$ cat config.mk
export PLATFORM = sky130hd
export DESIGN_NAME = axi4_lite_slv_regs
export DESIGN_NICKNAME = d
export VERILOG_FILES = /design/src/rtl/axi4_lite_slv_regs.sv
export SDC_FILE = /design/constraint.sdc
export NUM_CORES = 1
export LEC_CHECK = 0
export BUFFER_PORTS_ARGS = -buffer_cell sky130_fd_sc_hd__clkbuf_2
export CAP_MARGIN = 20
export CORE_AREA = 3 3 257 259
export DETAILED_ROUTE_END_ITERATION = 16
export DIE_AREA = 0 0 260 262
export PLACE_DENSITY = 0.74
export SETUP_SLACK_MARGIN = 0.02
export SYNTH_ARGS = -nofsm -noshare
export SYNTH_HDL_FRONTEND = slang
export SYNTH_SLANG_ARGS = --single-unit
$ cat constraint.sdc
create_clock -name clk -period 4.7 [get_ports clk]
set_input_delay 0.94 -clock clk [delete_from_list [all_inputs] [get_ports clk]]
set_output_delay 0.94 -clock clk [all_outputs]
set_load 0.01 [all_outputs]
$ cat src/rtl/axi4_lite_slv_regs.sv
// AXI4-Lite responder with a bank of byte-strobed memory-mapped registers.
// Optional macro AXI4_LITE_SLV_PROT_CHECK_EN: unprivileged accesses (prot[0] = 0) are refused with SLVERR.
module axi4_lite_slv_regs #(
    parameter int                      P_DATA_WIDTH = 32,
    parameter int                      P_ADDR_WIDTH = 32,
    parameter int                      P_NUM_REGS   = 16,
    parameter logic [P_ADDR_WIDTH-1:0] P_BASE_ADDR  = '0,
    parameter logic [P_DATA_WIDTH-1:0] P_RESET_VAL  = '0
) (
    input  logic                               clk,
    input  logic                               rst,
    input  logic                               awvalid,
    input  logic [P_ADDR_WIDTH-1:0]            awaddr,
    input  logic [2:0]                         awprot,
    output logic                               awready,
    input  logic                               wvalid,
    input  logic [P_DATA_WIDTH-1:0]            wdata,
    input  logic [P_DATA_WIDTH/8-1:0]          wstrb,
    output logic                               wready,
    input  logic                               bready,
    output logic                               bvalid,
    output logic [2:0]                         bresp,
    input  logic                               arvalid,
    input  logic [P_ADDR_WIDTH-1:0]            araddr,
    input  logic [2:0]                         arprot,
    output logic                               arready,
    input  logic                               rready,
    output logic                               rvalid,
    output logic [P_DATA_WIDTH-1:0]            rdata,
    output logic [2:0]                         rresp,
    output logic [P_NUM_REGS*P_DATA_WIDTH-1:0] regs_o
);

    localparam int STRB_W     = P_DATA_WIDTH / 8;
    localparam int LANE_SHIFT = $clog2(STRB_W);
    localparam int IDX_W      = (P_NUM_REGS > 1) ? $clog2(P_NUM_REGS) : 1;
    localparam logic [2:0] RESP_OKAY   = 3'b000;
    localparam logic [2:0] RESP_SLVERR = 3'b010;

    // Handshake rule: a transfer happens on a rising edge where valid && ready;
    // a raised valid is held with its payload stable until that edge.

    typedef enum logic { W_IDLE, W_RESP } w_state_t;
    typedef enum logic { R_IDLE, R_DATA } r_state_t;

    function automatic logic addr_hit(input logic [P_ADDR_WIDTH-1:0] a);
        logic [P_ADDR_WIDTH-1:0] offs;
        offs = a - P_BASE_ADDR;
        return (a >= P_BASE_ADDR) && ((offs >> LANE_SHIFT) < P_ADDR_WIDTH'(P_NUM_REGS));
    endfunction

    function automatic logic [IDX_W-1:0] addr_idx(input logic [P_ADDR_WIDTH-1:0] a);
        logic [P_ADDR_WIDTH-1:0] offs;
        offs = a - P_BASE_ADDR;
        return IDX_W'(offs >> LANE_SHIFT);
    endfunction

    logic [P_DATA_WIDTH-1:0] regs [P_NUM_REGS];

    w_state_t w_state, w_next;
    r_state_t r_state, r_next;

    // Ready outputs stay low until the first clock edge after reset is released.
    logic active;

    logic                    aw_held, w_held;
    logic [P_ADDR_WIDTH-1:0] addr_q;
    logic [P_DATA_WIDTH-1:0] data_q;
    logic [STRB_W-1:0]       strb_q;

    logic                    aw_hs, w_hs, ar_hs, w_done;
    logic [P_ADDR_WIDTH-1:0] eff_addr;
    logic [P_DATA_WIDTH-1:0] eff_data;
    logic [STRB_W-1:0]       eff_strb;
    logic                    w_hit, r_hit;
    logic [IDX_W-1:0]        w_idx, r_idx;

    logic unused_prot;
    assign unused_prot = ^{awprot, arprot};

    assign awready = active && (w_state == W_IDLE) && !aw_held;
    assign wready  = active && (w_state == W_IDLE) && !w_held;
    assign bvalid  = (w_state == W_RESP);
    assign arready = active && (r_state == R_IDLE);
    assign rvalid  = (r_state == R_DATA);

    assign aw_hs = awvalid && awready;
    assign w_hs  = wvalid && wready;
    assign ar_hs = arvalid && arready;

    // The access completes in the cycle the later of AW/W arrives, so use the live
    // channel payload when it is handshaking now and the latched copy otherwise.
    assign eff_addr = aw_held ? addr_q : awaddr;
    assign eff_data = w_held ? data_q : wdata;
    assign eff_strb = w_held ? strb_q : wstrb;
    assign w_done   = (w_state == W_IDLE) && (aw_held || aw_hs) && (w_held || w_hs);
    assign w_idx    = addr_idx(eff_addr);
    assign r_idx    = addr_idx(araddr);

`ifdef AXI4_LITE_SLV_PROT_CHECK_EN
    logic prot_q;
    always_ff @(posedge clk) begin
        if (rst) begin
            prot_q <= 1'b0;
        end else if (aw_hs && !w_done) begin
            prot_q <= awprot[0];
        end
    end
    assign w_hit = addr_hit(eff_addr) && (aw_held ? prot_q : awprot[0]);
    assign r_hit = addr_hit(araddr) && arprot[0];
`else
    assign w_hit = addr_hit(eff_addr);
    assign r_hit = addr_hit(araddr);
`endif

    always_ff @(posedge clk) begin
        if (rst) begin
            active  <= 1'b0;
            w_state <= W_IDLE;
            r_state <= R_IDLE;
        end else begin
            active  <= 1'b1;
            w_state <= w_next;
            r_state <= r_next;
        end
    end

    always_comb begin
        w_next = w_state;
        case (w_state)
            W_IDLE:  if (w_done) w_next = W_RESP;
            W_RESP:  if (bready) w_next = W_IDLE;
            default: w_next = W_IDLE;
        endcase
    end

    always_comb begin
        r_next = r_state;
        case (r_state)
            R_IDLE:  if (ar_hs) r_next = R_DATA;
            R_DATA:  if (rready) r_next = R_IDLE;
            default: r_next = R_IDLE;
        endcase
    end

    always_ff @(posedge clk) begin
        if (rst) begin
            aw_held <= 1'b0;
            w_held  <= 1'b0;
            addr_q  <= '0;
            data_q  <= '0;
            strb_q  <= '0;
            bresp   <= RESP_OKAY;
            for (int i = 0; i < P_NUM_REGS; i++) begin
                regs[i] <= P_RESET_VAL;
            end
        end else if (w_done) begin
            aw_held <= 1'b0;
            w_held  <= 1'b0;
            bresp   <= w_hit ? RESP_OKAY : RESP_SLVERR;
            if (w_hit) begin
                for (int b = 0; b < STRB_W; b++) begin
                    if (eff_strb[b]) regs[w_idx][b*8 +: 8] <= eff_data[b*8 +: 8];
                end
            end
        end else begin
            if (aw_hs) begin
                aw_held <= 1'b1;
                addr_q  <= awaddr;
            end
            if (w_hs) begin
                w_held <= 1'b1;
                data_q <= wdata;
                strb_q <= wstrb;
            end
        end
    end

    // Sampling regs here with non-blocking semantics gives the pre-write value
    // when a write lands on the same edge.
    always_ff @(posedge clk) begin
        if (rst) begin
            rdata <= '0;
            rresp <= RESP_OKAY;
        end else if (ar_hs) begin
            rdata <= r_hit ? regs[r_idx] : '0;
            rresp <= r_hit ? RESP_OKAY : RESP_SLVERR;
        end
    end

    for (genvar g = 0; g < P_NUM_REGS; g++) begin : g_regs_o
        assign regs_o[g*P_DATA_WIDTH +: P_DATA_WIDTH] = regs[g];
    end

endmodule
; Yosys cells after proc, flatten, opt, wreduce, memory -nomap -nowiden
; Memory sizes are Yosys's and may differ from the RTL's.
; Cells that the tools add are included.
[word_totals]
ff_bits = 111
latchBits = 0
mem_bits_rw = 512
rom_bits = 0
output_inout_bits = 555
word_cells = 76
mem_count = 1
[classes]
add_sub_neg = 0
multipliers = 0
div = 0
n_lt_le_gt_ge = 4
n_eq_ne = 0
shift = 0
mux = 38
bitwise_logic = 3
n_reduce_logical = 19
[mem_list]
columns = name, words, word_bits, rd, rd_clocked_by_memory_dff, wr, line
row1 = regs, 16, 32, 17, 0, 16, 58  ; logic [P_DATA_WIDTH-1:0] regs [P_NUM_REGS];
[ops]
columns = operator, count
row1 = $mux 32, 4
row2 = $ge 32x1->1 const B, 2
row3 = $lt 30x5->1 const B, 2
row4 = $reduce_or 32->1, 1
row5 = $mux 1, 27
row6 = $mux 4, 3
row7 = $logic_and 1x1->1, 11
row8 = $mux 2, 2
row9 = $pmux 1 s2, 2
row10 = $reduce_and 2->1, 2
row11 = $not 1->1, 3
row12 = $logic_not 1->1, 2
row13 = $logic_or 1x1->1, 2
row14 = $reduce_or 2->1, 1

; Depth between registers and ports, before layout
; Gate-level depths: netlist of the first run.
[logic_depth]
ltp_word = 12
ltp_mapped = 9

; Least setup slack after synthesis of the first run
; Ideal clock, no wire load.
[synth_timing]
path_kind = input port to flip-flop
start = input port wvalid
end = memory regs[0][24] (enable)
setup_time_ns = 0.384
arrival_time_ns = 3.015
path_slack_ns = 1.301
path_stages = 7
path_buffers = 2
path_cell_list = a21oi_1 > or3_1 > clkbuf_1 > nor3_2 > o211ai_1 > clkbuf_1 > o21ai_0
[synth_lines]
columns = item, line
row1 = from (decl), 16  ; input logic wvalid,
row2 = to (decl), 58

==> results of run 1 <==
==> layer usage <==
| layer | vias to the layer above | wire length (microns) | GRT usage, % | share of wire (%) |
|---|---|---|---|---|
| li1 | 8629 | - | - | - |
| met1 | 10396 | 37100 | 36.7 | 38 |
| met2 | 1551 | 46900 | 45.3 | 48 |
| met3 | 234 | 10900 | 6.43 | 11 |
| met4 | 0 | 3840 | 10.9 | 3.9 |
| met5 | - | 0 | 0 | 0 |
==> cells in the mapped netlist (all sizes together) <==
cell,instances,share of area [%]
nor2,585,8.3
edfxtp,512,58
mux4,128,11
clkbuf,124,1.7
dfxtp,105,7.9
nand2,83,1.2
mux2i,72,2.7
o21ai,66,1.2
mux2,63,2.7
buf,50,0.90
a21oi,37,0.70
o2111ai,32,1.1
a221o,30,1.1
nor4,16,0.42
nor3,8,0.23
inv,7,0.099
nand2b,6,0.14
o32ai,6,0.20
o211ai,5,0.14
nand3,3,0.056
and4,2,0.066
nand4,2,0.047
nor2b,2,0.047
nor4b,2,0.066
o22ai,2,0.047
a211o,1,0.033
a211oi,1,0.028
a21o,1,0.028
a31oi,1,0.024
and3,1,0.024
and3b,1,0.033
conb,1,0.014
nand4b,1,0.033
nor3b,1,0.028
o211a,1,0.038
o41ai,1,0.061
or3,1,0.024
==> worst max path at each step <==
stage	slack, ns	startpoint	cells past startpoint	to
after floorplan	1.30	wvalid	7	regs[0][24]$_SDFFCE_PN0P_
after global placement	0.93	wvalid	9	regs[14][18]$_SDFFCE_PN0P_
after detailed placement	0.82	awaddr[20]	7	regs[1][2]$_SDFFCE_PN0P_
after CTS	1.14	aw_held$_SDFFE_PP0P_	7	regs[7][28]$_SDFFCE_PN0P_
after global routing	0.94	aw_held$_SDFFE_PP0P_	7	regs[7][28]$_SDFFCE_PN0P_
final	1.10	aw_held$_SDFFE_PP0P_	7	regs[14][28]$_SDFFCE_PN0P_
==> report_power, final <==
group / switching (uW) / internal, uW / total, uW
combinational: 685 / 454 / 1140
clock: 2240 / 3190 / 5420
sequential: 142 / 6090 / 6230
==> sequential cells by signal (all words and copies together), names as in the netlist <==
name	cells
w_held	1
data_q	32
active	1
bresp	1
rdata	32
rvalid	1
strb_q	4
aw_held	1
bvalid	1
rresp	1
regs	512
addr_q	30
==> placed cells by master, fill, tap and decap left out, drive strengths merged, types with 3 or more instances in the layout <==
cell / count
bufinv: 9
nand3: 3
buf: 149
o21ai: 66
conb: 4
nor2: 585
o2111ai: 32
clkinvlp: 3
clkbuf: 728
inv: 13
nand2: 83
dfxtp: 105
a21oi: 37
o211ai: 5
mux2: 63
mux4: 128
diode: 3
edfxtp: 512
mux2i: 72
a221o: 30
nor4: 16
nor3: 8
o32ai: 6
clkinv: 26
nand2b: 6
==> layout make-up <==
class	count	share of cell area (%)
Sequential cell	617	51.7
Clock buffer	78	5.14
Inverter	7	0.0777
Antenna cell	3	0.0222
Multi-Input combinational cell	1165	25.3
Timing Repair Buffer	799	13.1
Tap cell	855	3.16
Clock inverter	44	1.55
==> critical path: stages (launching register included) <==
cell and delay (ns):
dfxtp_1 0.77, nor4b_1 0.31, nand2_1 0.14, o41ai_4 0.27
buf_4 0.46, o211ai_1 0.55, o21ai_0 0.54, buf_4 0.25
==> through the flow <==
| step | hold slack, ns | std cells |
|---|---|---|
| floorplan | 0.436 | 1963 |
| global placement | 0.442 | 3441 |
| detailed placement | 0.449 | 3441 |
| CTS | 0.455 | 3563 |
| global route | 0.469 | 3567 |
| finish | 0.454 | 3568 |
==> cells by family (layout without fill, tap and decap cells) <==
kind of cell,count (synthesis),in the layout
AOI/OAI and AO/OA,184,184
and+or+nand+nor,714,714
DFF,617,617
other,1,7
muxes,263,263
buffers and inverters,181,928
==> flow_metrics.tcl, run 1 <==
set metrics [dict create \
    grtUsageTotal_pct 28.0 \
    hold_start "rdata[30]$_SDFFE_PP0P_" \
    place_ws_ns 0.816 \
    stdcell_area_sq_um 33800 \
    synth_fa_ha_area_share_pct 0 \
    vdd_drop_max_uv 270 \
    wirelength_microns 98700 \
    setup_slack_ns 1.10 \
    crit_path_end_kind "flip-flop" \
    grt_pass1_vias 20130 \
    ctsResizeCount 0 \
    ctsHoldBuffers 0 \
    drv_cap 0 \
    fmax_mhz 278 \
    min_to "rdata[30]$_SDFFE_PP0P_" \
    grt-ovfl-total 0 \
    clkSinkCount 617 \
    synth_compound_area_share_pct 4.72 \
    cts_buffer_depth 3 \
    nFillCells 5359 \
    gp_congestion 0.955 \
    htreeDepth 3 \
    final_max_slew_viol_count 0 \
    synth_top_family_by_area "multiplexers" \
    ys_seq_elements 617 \
    drc 0 \
    cp.required_ns 4.99 \
    p_total_uw 12800 \
    synth.avg_cell_area_sq_um 13.6 \
    r2r_end "regs[14][28]$_SDFFCE_PN0P_" \
    rrSetupSlack_ns 1.10 \
    hold-path-cell-count 2 \
    maxSlewHeadroom_pct 26.0 \
    area_delta_synth_final_pct 27.1 \
    antenna_found_initial 2 \
    multi_input_area_sq_um 8560 \
    setup_violations 0 \
    ant_nets 0 \
    fin_skew_ns 0.0408 \
    cts.reportedPaths.clkPinSlew_ns 0.06 \
    viasPerCell 5.83 \
    final.min_clock_period_ns 3.60 \
    synth-warning-count 0 \
    synthXorXnorAreaFrac_pct 0 \
    powerDensity_nw_per_um2 378 \
    drt_iter0_drc 2721 \
    ys_seq_area_share_pct 65.7 \
    hold_violations 0 \
    period_share_pct 76.6 \
    core_sq_um 64100 \
    setup_tns_ns 0 \
    post-cts-setup-buffer-count 0 \
    seq_area_sq_um 17500 \
    post-dp-hpwl_microns 72300 \
    std_cell_rows 93 \
    numCtsBuffers 66 \
    muxShareOfSynthArea_pct 16.2 \
    rsz0062_at_grt "false" \
    final_net_count 2769 \
    reg2reg_depth 7 \
    vias 20810 \
    cp-start-kind "flip-flop" \
    critPathKind "flip-flop to flip-flop" \
    drive_gt1_share_pct 41.5 \
    min_path_type "flip-flop to flip-flop" \
    tritoncts "done" \
    tightestPinTransition_ns 1.10 \
    placed_area_sq_um 31500 \
    p_leak_uw 0.0132 \
    status "complete, no violations" \
    post_synth_and_or_nand_nor_area_fraction_pct 10.6 \
    io_pins 668 \
    dieArea_sq_um 68100 \
    start_util_pct 41.5 \
    grt_max_degree 61 \
    dr.pass1.iters 5 \
    wl_per_cell_microns 27.7 \
    fp.dieW_microns 260 \
    cts_root_buf "clkbuf_16" \
    worstSkewPairLatency_ns 0.62 \
    grt_pass1_wl_microns 138000 \
    netlist_instances 1960 \
    synth.distinct_cells 41 \
    worstPathArrival_ns 3.89 \
    worstPathMaxFanout 36 \
    synthesis.area_sq_um 26600 \
    fin_util_pct 52.8 \
    port_buffers 653 \
    r2r_start "aw_held$_SDFFE_PP0P_" \
    die_height_microns 262 \
]
(Power assumes the default switching activity.)
==> run 2, diff against run 1 <==
- CORE_AREA: 3 3 257 259 -> 3 3 262 264
- DIE_AREA: 0 0 260 262 -> 0 0 265 267
- clock period: 4.7 -> 3.1 ns (I/O delays scaled with it)
==> run 2 against run 1 <==
  * Combinational power increased by 54%
  * Die area increased by 3.9%
  * Sequential power increased by 52%
  * Final cell count increased by 1.7%
  * Worst setup slack got worse by 0.75 ns
  * Routed wire length increased by 0.94%
  * Register-to-register slack got worse by 0.75 ns
  * Utilization decreased by 1.5 points
  * Critical path depth increased by 1
  * Largest cell class unchanged
==> flow_metrics.tcl, run 2 (synthesized netlist as in run 1, its figures left out) <==
set metrics [dict create \
    worstPathMaxFanout 18 \
    final.min_clock_period_ns 2.75 \
    mostFrequentLayoutCell "clkbuf_2" \
    cts_buffer_depth 3 \
    numCtsBuffers 68 \
    nFillCells 5670 \
    cts.reportedPaths.clkPinSlew_ns 0.06 \
    setup_violations 0 \
    start_util_pct 39.8 \
    largestRegisters "regs x512, data_q x32, rdata x32" \
    fp.dieW_microns 265 \
    vdd_drop_max_uv 388 \
    ctsHoldBuffers 0 \
    cts_root_buf "clkbuf_16" \
    clkSinkCount 617 \
    hold_ws_ns 0.263 \
    wirelength_microns 99700 \
    final_max_slew_viol_count 0 \
    r2r_start "aw_held$_SDFFE_PP0P_" \
    period_share_pct 88.6 \
    grt-ovfl-total 0 \
    drt_iter0_drc 2469 \
    cp.required_ns 3.37 \
    top_register "regs" \
    tritoncts "done" \
    largest_reg_flops 512 \
    drv_cap 0 \
    die_height_microns 267 \
    powerDensity_nw_per_um2 568 \
    fin_skew_ns 0.0374 \
    wl_per_cell_microns 27.5 \
    tightestPinTransition_ns 0.727 \
    final_net_count 2811 \
    post-dp-hpwl_microns 75300 \
    std_cell_rows 95 \
    drive_gt1_share_pct 42.2 \
    critPathKind "flip-flop to flip-flop" \
    hold_start "awaddr[16]" \
    dieArea_sq_um 70800 \
    stdcell_area_sq_um 34300 \
    antenna_found_initial 7 \
    worstPathArrival_ns 3.02 \
    grt_max_degree 48 \
    core_sq_um 66800 \
    viasPerCell 5.80 \
    p_leak_uw 0.0134 \
    setup_slack_ns 0.355 \
    grt_pass1_vias 20920 \
    final_cell_mix "649 x clkbuf_2, 584 x nor2_1, 512 x edfxtp_1" \
    fmax_mhz 364 \
    startpoint "aw_held$_SDFFE_PP0P_" \
    crit_path_end_kind "flip-flop" \
    placed_area_sq_um 32000 \
    ant_nets 0 \
    dr.pass1.iters 6 \
    port_buffers 653 \
    hold_violations 0 \
    worstSkewPairLatency_ns 0.59 \
    io_pins 668 \
    vias 21056 \
    grtUsageTotal_pct 27.3 \
    rsz0062_at_grt "false" \
    place_ws_ns -0.0357 \
    area_delta_synth_final_pct 28.8 \
    grt_pass1_wl_microns 142000 \
    gp_congestion 0.962 \
    drc 0 \
    maxSlewHeadroom_pct 51.5 \
    min_path_type "input port to flip-flop" \
    status "complete, no violations" \
    htreeDepth 3 \
    cp-start-kind "flip-flop" \
]
-- run 2: cell count changes in the layout (fill, tap and decap cells not counted), sizes merged --
cell      before  now
bufinv         9    6
clkinv        26   18
clkinvlp       3    5
buf          149  189
diode          3    4
inv           13   11
clkbuf       728  741
-- run 2: worst max-delay path: stages, from the launching register on --
cell and delay [ns]:
dfxtp_1 0.48, nor4b_1 0.29, nand2_1 0.14, o41ai_4 0.36, buf_4 0.30, o211ai_1 0.15, buf_4 0.22, o21ai_0 0.24
buf_4 0.22
-- run 2: power breakdown --
group / internal (uW) / switching [uW]
clock network: 4870 / 3370
registers: 9230 / 227
logic: 729 / 1030
total: 14800 / 4630
-- run 2: routing by layer --
layer | track usage (%) | wire (microns) | vias up
met2 | 43.3 | 46600 | 1584
met1 | 35.9 | 37800 | 10470
met5 | 0 | 0 | -
li1 | - | - | 8727
met3 | 6.47 | 10700 | 275
met4 | 12.1 | 4630 | 0
-- run 2: area by class of cell --
type	instances	area, sq um	area share, %
inverters	7	26.3	0.0767
diodes	4	10.0	0.0292
repair buffers	839	4870	14.2
multi-input cells	1165	8510	24.8
clock buffers	91	1900	5.55
flip-flops and latches	617	17500	51.0
clock inverters	33	388	1.13
well taps	873	1090	3.19
-- run 2: timing repair --
item	CTS	global route
setup endpoints to repair	0	51
setup buffers	0	3
gates resized for setup	0	0
-- run 2: final timing paths --
kind	slack (ns)	depth (start not counted)	end
min	0.26	3	addr_q[16]$_SDFFE_PP0P_
min reg2reg	0.46	2	addr_q[8]$_SDFFE_PP0P_
max	0.35	8	regs[10][13]$_SDFFCE_PN0P_
max reg2reg	0.35	8	regs[10][13]$_SDFFCE_PN0P_
-- run 2: through the flow --
step / setup TNS, ns / cells / util, % / power [uW]
after floorplan: 0 / 1963 / - / 10500
after global placement: 0 / 3498 / 47.8 / 11300
after detailed placement: -0.284 / 3498 / 47.8 / 11400
after CTS: 0 / 3622 / 51.3 / 19500
after global routing: 0 / 3627 / 51.3 / 20000
final: 0 / 3629 / 51.3 / 19500
==> run 3, diff against run 2 <==
--- a/config.mk
+++ b/config.mk
@@ -11,5 +11,5 @@
 export DETAILED_ROUTE_END_ITERATION = 16
 export DIE_AREA = 0 0 265 267
-export PLACE_DENSITY = 0.74
+export PLACE_DENSITY = 0.72
 export SETUP_SLACK_MARGIN = 0.02
 export SYNTH_ARGS = -nofsm -noshare
==> constraint.sdc (replaced) <==
create_clock -name clk -period 3 [get_ports clk]
set_input_delay 0.45 -clock clk [delete_from_list [all_inputs] [get_ports clk]]
set_output_delay 0.45 -clock clk [all_outputs]
set_load 0.01 [all_outputs]
==> run 3 against run 2 <==
  * Final cell count grew 0.14%
  * Sequential share of layout area hardly changed
  * Worst setup slack got worse by 0.26 ns
  * Worst hold slack worse by 0.17 ns
  * Largest cell class unchanged
  * Critical endpoint is now regs[9][27]$_SDFFCE_PN0P_
  * Combinational power up 4%
  * Critical path depth is 3 lower
  * Fmax decreased by 5.4%
  * Count of clock-buffer cells in the layout is 1 higher
  * First-iteration DRC count rose by 2.1%
  * Utilization about the same
  * Global-route usage rose by 0.39 points
  * Sequential power up 3.4%
==> flow_metrics.tcl, run 3 (synthesized netlist as in run 1, its figures left out) <==
set metrics [dict create \
    final_max_slew_viol_count 0 \
    viasPerCell 5.85 \
    port_buffers 653 \
    drv_cap 0 \
    rsz0062_at_grt "false" \
    worstSkewPairLatency_ns 0.61 \
    largest_reg_flops 512 \
    reg2reg_depth 5 \
    min_path_type "input port to flip-flop" \
    grt_pass1_vias 20791 \
    top_register "regs" \
    post-dp-hpwl_microns 75500 \
    start_util_pct 39.8 \
    fmax_mhz 344 \
    wirelength_microns 101000 \
    mostFrequentLayoutCell "clkbuf_2" \
    dr.pass1.iters 5 \
    maxSlewHeadroom_pct 44.4 \
    hold-path-cell-count 3 \
    final_net_count 2819 \
    p_leak_uw 0.0135 \
    drc 0 \
    grt-ovfl-total 0 \
    numCtsBuffers 66 \
    gp_congestion 0.979 \
    hold_violations 0 \
    critPathKind "flip-flop to flip-flop" \
    vias 21263 \
    worstPathMaxFanout 15 \
    period_share_pct 96.8 \
    die_height_microns 267 \
    cts_buffer_depth 3 \
    grtUsageTotal_pct 27.7 \
    ant_nets 0 \
    cp-start-kind "flip-flop" \
    tritoncts "done" \
    std_cell_rows 95 \
    grt_pass1_wl_microns 143000 \
    ctsHoldBuffers 0 \
    setup_tns_ns 0 \
    htreeDepth 3 \
    vdd_drop_max_uv 354 \
    wl_per_cell_microns 27.8 \
    cts_root_buf "clkbuf_16" \
    fin_util_pct 51.3 \
    p_total_uw 20200 \
    drive_gt1_share_pct 42.4 \
    cts.reportedPaths.clkPinSlew_ns 0.07 \
    final_cell_mix "649 x clkbuf_2, 584 x nor2_1, 512 x edfxtp_1" \
    fp.dieW_microns 265 \
    area_delta_synth_final_pct 28.9 \
    final.min_clock_period_ns 2.90 \
    largestRegisters "regs x512, data_q x32, rdata x32" \
    tightestPinTransition_ns 0.832 \
    powerDensity_nw_per_um2 589 \
    worstPathArrival_ns 3.21 \
    dieArea_sq_um 70800 \
    grt_max_degree 48 \
    clkSinkCount 617 \
    crit_path_end_kind "flip-flop" \
    status "complete, no violations" \
    io_pins 668 \
    antenna_found_initial 4 \
    cp.required_ns 3.31 \
    fin_skew_ns 0.0346 \
    setup_violations 0 \
    drt_iter0_drc 2520 \
    core_sq_um 66800 \
]
-- run 3: cell count changes in the layout (fill, tap and decap cells not counted), sizes merged --
cell / change
buf: +10
bufinv: +2
clkbuf: +1
clkinv: -3
clkinvlp: -5
diode: -1
inv: +1
-- run 3: path summary, 6_finish.rpt --
path / startpoint / endpoint / slack (ns)
worst max-delay path: aw_held$_SDFFE_PP0P_ / regs[9][27]$_SDFFCE_PN0P_ / 0.1
worst min-delay path: awaddr[8] / addr_q[8]$_SDFFE_PP0P_ / 0.1
worst max register to register: aw_held$_SDFFE_PP0P_ / regs[9][27]$_SDFFCE_PN0P_ / 0.1
worst min register to register: addr_q[7]$_SDFFE_PP0P_ / addr_q[7]$_SDFFE_PP0P_ / 0.46
-- run 3: critical path: stages (launching register included) --
cell,delay [ns]
dfxtp_1,0.40
buf_4,0.23
o32ai_1,0.75
nand2_2,0.53
o21ai_0,0.46
buf_4,0.24
-- run 3: area by class of cell --
type	count	area (sq um)
multi-input combinational	1165	8520
fill	5656	32500
clock buffer	92	1880
inverter	7	26.3
timing repair buffer	849	4900
sequential	617	17500
clock inverter	28	384
antenna	3	7.51
tap	873	1090
-- run 3: per-layer routing --
metal	track usage [%]	share of wire (%)
met5	0	0.027
met1	35.4	36
met2	45.5	48
met4	10.5	4.0
met3	7.11	12
-- run 3: per-stage QoR --
step                      instance area, sq um  instances  setup WS, ns  hold WS, ns
final                                    34300       3634        0.0966       0.0966
after global routing                     34300       3632        0.0313       0.0664
after CTS                                34300       3631         0.149       0.0511
after detailed placement                 32000       3511         0.164        0.447
after global placement                   32000       3511         0.279        0.444
after floorplan                          26600       1963        0.0910        0.436
-- run 3: power by group --
part / total (uW) / switching [uW] / internal (uW)
logic: 1830 / 1070 / 758
registers: 9780 / 245 / 9540
clock network: 8580 / 3460 / 5110
total: 20200 / 4780 / 15400
-- run 3: what timing repair did --
action / 4_1_cts / 5_1_grt
buffers inserted: 0 / 0
setup endpoints to repair: 0 / 56
resized for setup: 0 / 3
